## src/rtl/fib_sequencer.sv

```systemverilog
// -----------------------------------------------------------------------------
// fib_sequencer
//
// Control sequencer for the basic CPU datapath. After an accepted start it
// writes two seed values into the register file through the immediate bus
// path, then issues ADD operations so that every following register receives
// the sum of the two previously written registers (a Fibonacci-style run).
// Register indices wrap modulo 2^REG_AW, so runs may be longer than the
// register file. The sequencer only steers selects and enables; all data
// arithmetic happens in the ALU.
//
// Optional feature macro: FIBSEQ_OVF_STOP_EN
//   When defined, an ALU carry-out during an ADD term ends the run early
//   (the carrying write still commits) and raises the sticky `ovf` output.
//
// Ports
//   clk         in   clock, rising edge
//   reset       in   synchronous active-high reset
//   start       in   one-cycle run request, accepted only in IDLE
//   seed0/seed1 in   first/second term, latched on accepted start
//   count       in   total terms to write (seeds included), latched on start
//   aluCarry    in   ALU carry-out (used only with FIBSEQ_OVF_STOP_EN)
//   initialR    out  immediate value for the register-file write bus
//   regWrite    out  register-file write select
//   regRead1    out  read select A (newer operand)
//   regRead2    out  read select B (older operand)
//   ALUOp       out  ALU operation (NOP / ADD)
//   buffCtrl    out  bus buffers: 0001 immediate, 1110 ALU, 0000 no driver
//   regWriteEn  out  register-file write enable
//   busy        out  high in every state except IDLE
//   done        out  one-cycle pulse at the end of a run
//   ovf         out  sticky overflow flag (only with FIBSEQ_OVF_STOP_EN)
//
// All outputs are registered: the decode is computed from next-state values
// so each output appears in the same cycle as the state it belongs to.
// -----------------------------------------------------------------------------
module fib_sequencer #(
  parameter int DATA_W = 16,
  parameter int REG_AW = 4,
  parameter int CNT_W  = 8,
  parameter int OP_W   = 8
) (
  input  logic              clk,
  input  logic              reset,
  input  logic              start,
  input  logic [DATA_W-1:0] seed0,
  input  logic [DATA_W-1:0] seed1,
  input  logic [CNT_W-1:0]  count,
  input  logic              aluCarry,
  output logic [DATA_W-1:0] initialR,
  output logic [REG_AW-1:0] regWrite,
  output logic [REG_AW-1:0] regRead1,
  output logic [REG_AW-1:0] regRead2,
  output logic [OP_W-1:0]   ALUOp,
  output logic [3:0]        buffCtrl,
  output logic              regWriteEn,
  output logic              busy,
  output logic              done
`ifdef FIBSEQ_OVF_STOP_EN
  ,
  output logic              ovf
`endif
);

  // Opcode values of the shared opcode include (NOP must be zero so that the
  // reset state of every output is all-zero).
  localparam logic [OP_W-1:0] OP_NOP = OP_W'(0);
  localparam logic [OP_W-1:0] OP_ADD = OP_W'(1);

  localparam logic [3:0] BUF_NONE = 4'b0000;
  localparam logic [3:0] BUF_IMM  = 4'b0001;
  localparam logic [3:0] BUF_ALU  = 4'b1110;

  typedef enum logic [2:0] {
    S_IDLE  = 3'd0,
    S_SEED0 = 3'd1,
    S_SEED1 = 3'd2,
    S_ADD   = 3'd3,
    S_DONE  = 3'd4
  } state_t;

  state_t              r_state;
  state_t              w_state_nxt;
  logic [CNT_W-1:0]    r_k;
  logic [CNT_W-1:0]    w_k_nxt;
  logic [CNT_W-1:0]    r_count;
  logic [CNT_W-1:0]    w_count_nxt;
  logic [DATA_W-1:0]   r_seed0;
  logic [DATA_W-1:0]   w_seed0_nxt;
  logic [DATA_W-1:0]   r_seed1;
  logic [DATA_W-1:0]   w_seed1_nxt;
  logic                w_stop_s;

  // Decoded (pre-register) output values
  logic [DATA_W-1:0]   w_initial;
  logic [REG_AW-1:0]   w_wr_sel;
  logic [REG_AW-1:0]   w_rd1_sel;
  logic [REG_AW-1:0]   w_rd2_sel;
  logic [OP_W-1:0]     w_op;
  logic [3:0]          w_buf;
  logic                w_wr_en;
  logic                w_busy;
  logic                w_done;

`ifdef FIBSEQ_OVF_STOP_EN
  logic                r_ovf;
  logic                w_ovf_nxt;

  // Carry seen during an ADD term ends the run after that term's write.
  assign w_stop_s = aluCarry;
`else
  logic                w_unused_carry;

  assign w_unused_carry = aluCarry;
  assign w_stop_s       = 1'b0;
`endif

  // Next-state logic: run control, term counter and latched run parameters.
  always_comb begin
    w_state_nxt = r_state;
    w_k_nxt     = r_k;
    w_count_nxt = r_count;
    w_seed0_nxt = r_seed0;
    w_seed1_nxt = r_seed1;
`ifdef FIBSEQ_OVF_STOP_EN
    w_ovf_nxt   = r_ovf;
`endif
    case (r_state)
      S_IDLE: begin
        if (start) begin
          w_seed0_nxt = seed0;
          w_seed1_nxt = seed1;
          w_count_nxt = count;
          w_k_nxt     = CNT_W'(0);
`ifdef FIBSEQ_OVF_STOP_EN
          w_ovf_nxt   = 1'b0;
`endif
          if (count == CNT_W'(0)) begin
            w_state_nxt = S_DONE;
          end else begin
            w_state_nxt = S_SEED0;
          end
        end else begin
          w_state_nxt = S_IDLE;
        end
      end
      S_SEED0: begin
        if (r_count == CNT_W'(1)) begin
          w_state_nxt = S_DONE;
        end else begin
          w_state_nxt = S_SEED1;
        end
      end
      S_SEED1: begin
        if (r_count == CNT_W'(2)) begin
          w_state_nxt = S_DONE;
        end else begin
          w_state_nxt = S_ADD;
          w_k_nxt     = CNT_W'(2);
        end
      end
      S_ADD: begin
        // The term being written now is r_k; the last one is count-1.
        if (w_stop_s) begin
          w_state_nxt = S_DONE;
`ifdef FIBSEQ_OVF_STOP_EN
          w_ovf_nxt   = 1'b1;
`endif
        end else if (r_k == (r_count - CNT_W'(1))) begin
          w_state_nxt = S_DONE;
        end else begin
          w_k_nxt     = r_k + CNT_W'(1);
        end
      end
      S_DONE: begin
        w_state_nxt = S_IDLE;
      end
      default: begin
        w_state_nxt = S_IDLE;
      end
    endcase
  end

  // Moore output decode of the next state, registered below.
  always_comb begin
    w_initial = {DATA_W{1'b0}};
    w_wr_sel  = {REG_AW{1'b0}};
    w_rd1_sel = {REG_AW{1'b0}};
    w_rd2_sel = {REG_AW{1'b0}};
    w_op      = OP_NOP;
    w_buf     = BUF_NONE;
    w_wr_en   = 1'b0;
    w_busy    = 1'b0;
    w_done    = 1'b0;
    case (w_state_nxt)
      S_SEED0: begin
        w_initial = w_seed0_nxt;
        w_wr_sel  = REG_AW'(0);
        w_buf     = BUF_IMM;
        w_wr_en   = 1'b1;
        w_busy    = 1'b1;
      end
      S_SEED1: begin
        w_initial = w_seed1_nxt;
        w_wr_sel  = REG_AW'(1);
        w_buf     = BUF_IMM;
        w_wr_en   = 1'b1;
        w_busy    = 1'b1;
      end
      S_ADD: begin
        // Truncation to REG_AW bits gives the modular register index.
        w_wr_sel  = w_k_nxt[REG_AW-1:0];
        w_rd1_sel = w_k_nxt[REG_AW-1:0] - REG_AW'(1);
        w_rd2_sel = w_k_nxt[REG_AW-1:0] - REG_AW'(2);
        w_op      = OP_ADD;
        w_buf     = BUF_ALU;
        w_wr_en   = 1'b1;
        w_busy    = 1'b1;
      end
      S_DONE: begin
        w_done    = 1'b1;
        w_busy    = 1'b1;
      end
      S_IDLE: begin
        w_busy    = 1'b0;
      end
      default: begin
        w_busy    = 1'b0;
      end
    endcase
  end

  // State, run parameters and registered outputs.
  always_ff @(posedge clk) begin
    if (reset) begin
      r_state    <= S_IDLE;
      r_k        <= CNT_W'(0);
      r_count    <= CNT_W'(0);
      r_seed0    <= {DATA_W{1'b0}};
      r_seed1    <= {DATA_W{1'b0}};
      initialR   <= {DATA_W{1'b0}};
      regWrite   <= {REG_AW{1'b0}};
      regRead1   <= {REG_AW{1'b0}};
      regRead2   <= {REG_AW{1'b0}};
      ALUOp      <= OP_NOP;
      buffCtrl   <= BUF_NONE;
      regWriteEn <= 1'b0;
      busy       <= 1'b0;
      done       <= 1'b0;
`ifdef FIBSEQ_OVF_STOP_EN
      r_ovf      <= 1'b0;
`endif
    end else begin
      r_state    <= w_state_nxt;
      r_k        <= w_k_nxt;
      r_count    <= w_count_nxt;
      r_seed0    <= w_seed0_nxt;
      r_seed1    <= w_seed1_nxt;
      initialR   <= w_initial;
      regWrite   <= w_wr_sel;
      regRead1   <= w_rd1_sel;
      regRead2   <= w_rd2_sel;
      ALUOp      <= w_op;
      buffCtrl   <= w_buf;
      regWriteEn <= w_wr_en;
      busy       <= w_busy;
      done       <= w_done;
`ifdef FIBSEQ_OVF_STOP_EN
      r_ovf      <= w_ovf_nxt;
`endif
    end
  end

`ifdef FIBSEQ_OVF_STOP_EN
  assign ovf = r_ovf;
`endif

endmodule

```

## config.mk

```make
export PLATFORM = sky130hd
export DESIGN_NAME = fib_sequencer
export DESIGN_NICKNAME = d
export VERILOG_FILES = /design/src/rtl/fib_sequencer.sv
export SDC_FILE = /design/constraint.sdc
export NUM_CORES = 1
export LEC_CHECK = 0
export CORE_MARGIN = 2
export CORE_UTILIZATION = 35
export CTS_CLUSTER_DIAMETER = 200
export DETAILED_ROUTE_END_ITERATION = 6
export DONT_BUFFER_PORTS = 1
export PLACE_DENSITY = 0.54
export SLEW_MARGIN = 20
export SYNTH_ARGS = -nofsm -noshare
export SYNTH_HDL_FRONTEND = slang
export SYNTH_SLANG_ARGS = --single-unit
```

## constraint.sdc

```tcl
create_clock -name clk -period 3.9 [get_ports clk]
set_input_delay 0.78 -clock clk [delete_from_list [all_inputs] [get_ports clk]]
set_output_delay 0.78 -clock clk [all_outputs]
set_load 0.05 [all_outputs]
```

==> impl_metrics.yaml <==
outcome:
  outcome: "finished clean"
synth:
  synth.most_common_cell: "nand2_1"
  syn_inst: 395
  synth-seq-cells: 85
  synth_xor_area_frac: 0.03865
  synth.area.top_cells: "dfxtp_1 (50%), nand2_1 (9.9%), a21oi_1 (7.8%)"
  synth_edf_count: 0
  synth_top_family_by_area: "simple AND/OR/NAND/NOR gates"
  yosys.area.top_type: "dfxtp_1"
  syn_area_per_cell_sq_um: 8.606
  synth_area_sq_mm: 0.003400
  ys_seq_area_frac: 0.5006
  yosys_warnings: 0
  synth_cell_types: 44
  synthTopCellsByCount: "nand2_1 (90), dfxtp_1 (85), a21oi_1 (53), nor2_1 (29), clkbuf_1 (19)"
  yosys.area_share.simple: 0.2013
  synthAdderAreaFrac: 0.02576
  synth.top_cell.area_share: 0.5006
  async_flop_share: 0
  synth_flop_cell: "dfxtp_1"
  synthMuxAreaShare: 0
  synth_compound_area_frac: 0.1737
pwr:
  switchingPower_mw: 0.7878
  netSwitchingFraction: 0.3484
  p_int_mw: 1.474
  p_leak_nw: 1.397
  ir_worst_vdd_mv: 0.2188
  p_per_area_mw_per_mm2: 614.1
  power_frac_comb: 0.183
  p_clk_frac: 0.306
  power_frac_seq: 0.511
  p_total_mw: 2.261
grt:
  grt_first_pass_wirelength_um: 11900
  grt_max_degree: 54
  grt_usage: 0.1472
  grt_pass1_vias: 2467
  antenna_found_initial: 0
  grt_overflow_total: 0
cells_and_area:
  area.growth.synth_to_final_pct: 8.318
  design_area_sq_mm: 0.003682
  drive_gt1_frac: 0.07216
  fin_cells: 517
  final_nets: 435
  diodes: 0
worst_hold_path:
  hp-start: "r_seed0[0]"
  hold_class: "reg -> reg"
worst_setup_path:
  path_depth: 13
  critPathKind: "reg -> reg"
  r2r.worst_path.cells: 13
  crit_buf_inv: 1
  worst_ep_arrival_time_ps: 3760
  crit_path_cell_trace: "inv_1 -> ha_1 -> o21ba_2 -> a221oi_1 -> a41oi_1 -> a211o_1 -> a31oi_1 -> a21boi_0 -> ha_1 -> o21ai_0 -> o221ai_1 -> xnor2_1 -> nor2_1"
  critPathMaxStageDelay_ps: 520
  cp_top_family: "compound AO/OA/AOI/OAI gates"
  worst_path_most_repeated_cell: "ha_1"
  rrSetupSlack_ps: 380
  cp.required_ps: 4130
  regToRegEndpoint: "regRead1[3]"
  crit_path_end: "regRead1[3]"
  worstReg2RegStart: "r_count[0]"
  crit_path_end_kind: "flip-flop"
  startpoint_type: "flip-flop"
  startpoint: "r_count[0]"
  cpMaxStageDelayCell: "dfxtp_1"
  cp_max_fo: 9
timing:
  skew_ps: 11.68
  max_freq_ghz: 0.2837
  hold_viol: 0
  finalCriticalPeriod_ps: 3524
  slew_violations: 0
  whs_ps: 456.4
  setup_viol: 0
  tightest_slew_ps: 607.7
  setup_tns_ps: 0
  relSlewSlack: 0.5934
  fin_crit_sh: 0.9037
  grt_setup_unrepaired: "no"
detailed_routing:
  ant_nets: 0
  viasPerCell: 4.903
  wl_per_cell_um: 14.20
  drc: 0
  first_iter_violations: 61
  vias: 2535
  routed_wl_um: 7342
  firstDrtPassIters: 4
cts:
  post_cts_resized: 0
  cts_tree: "done"
  cts_max_path_buffers: 2
  clk_pin_slew_ps: 80
  clkSinkCount: 85
  post_cts_buffers: 0
  root_buffer: "clkbuf_8"
  htree_levels: 3
  hold_buffers: 0
  cts_made_buffers: 9
  clk_latency_ps: 350
place:
  placed_cell_area_sq_mm: 0.003462
  placed_cells: 502
  place.gp.congestion: 0.8011
  place_hpwl_um: 5022
  portBuffers: 0
job:
  cap_violations: 0
die:
  die_h_um: 102.6
  dieArea_sq_mm: 0.01052
  initial_core_util: 0.3645
  ios: 87
  core-area_sq_mm: 0.009328
  rows: 35
  die_width_um: 102.6
-- tightest hold or removal path, cell delays in order, from the launching register on --
cell and delay (ps):
dfxtp_1 310, nand2_1 50, a21oi_1 70
-- registers in the layout (all words and copies together) (netlist names) --
name / cells
ALUOp: 1
buffCtrl: 2
busy: 1
done: 1
initialR: 16
r_count: 8
r_k: 8
r_seed0: 16
r_seed1: 16
r_state: 3
regRead1: 4
regRead2: 4
regWrite: 4
regWriteEn: 1
-- layout by cell type (no fill, tap or decap), types with 3 or more instances in the layout --
| master | synthesis | final |
|---|---|---|
| and3_1 | 3 | 3 |
| a211oi_1 | 3 | 3 |
| or2_2 | 3 | 3 |
| a21oi_1 | 53 | 53 |
| buf_4 | 10 | 5 |
| xor2_1 | 6 | 6 |
| nand3_1 | 6 | 6 |
| o21ai_0 | 5 | 5 |
| nand2_1 | 90 | 90 |
| a22o_1 | 16 | 16 |
| ha_1 | 7 | 7 |
| conb_1 | 1 | 7 |
| nor3b_1 | 3 | 3 |
| xnor2_1 | 9 | 9 |
| inv_1 | 9 | 9 |
| dfxtp_1 | 85 | 85 |
| nor3_1 | 3 | 3 |
| clkbuf_8 | 0 | 9 |
| nor2_1 | 29 | 28 |
-- cell type report --
| cell class | instances | area [sq um] |
|---|---|---|
| Tap cell | 129 | 161.4 |
| Timing Repair Buffer | 5 | 37.54 |
| Fill cell | 968 | 5645 |
| Inverter | 9 | 33.78 |
| Multi-Input combinational cell | 274 | 1528 |
| Sequential cell | 85 | 1702 |
| Clock buffer | 9 | 123.9 |
| Clock inverter | 6 | 96.34 |
-- power groups by stage --
stage | sequential (mW) | combinational (mW) | clock, mW
2_1_floorplan | 1.16 | 0.349 | 0
6_report | 1.16 | 0.415 | 0.691
4_1_cts | 1.16 | 0.422 | 0.717
3_5_place_dp | 1.18 | 0.420 | 0
3_3_place_gp | 1.18 | 0.413 | 0
5_1_grt | 1.17 | 0.471 | 0.751
-- kinds of logic (layout without fill, tap and decap cells) --
| family | count (synthesis) | in the layout |
|---|---|---|
| AOI/OAI and AO/OA | 93 | 93 |
| DFF | 85 | 85 |
| xor gates and xnor gates | 15 | 15 |
| adders and majority gates | 7 | 7 |
| and+or+nand+nor | 152 | 152 |
| other | 1 | 7 |
| buffers and inverters | 42 | 29 |
-- worst min-delay path by stage --
stage	to	slack [ps]	depth (start not counted)
floorplan	r_seed0[10]	440	2
global placement	r_seed0[15]	440	2
detailed placement	r_seed1[11]	440	2
CTS	r_seed1[11]	460	2
global route	r_k[2]	470	1
finish	r_seed0[0]	460	2
-- per-stage QoR --
stage          setup WS [ps]  utilization
6_report               375.5       0.3948
4_1_cts                362.3       0.3948
3_3_place_gp           458.5       0.3712
2_1_floorplan          807.7            -
3_5_place_dp           400.7       0.3712
5_1_grt                49.65       0.3948
-- layer usage --
layer / track usage / vias up / wire length, um
met5: 0 / - / 0
met4: 0.03385 / 0 / 56
met3: 0.06576 / 4 / 533
met2: 0.2494 / 54 / 3617
met1: 0.1717 / 1189 / 3135
li1: - / 1288 / -
No activity file was read; power rests on OpenSTA's default activity.
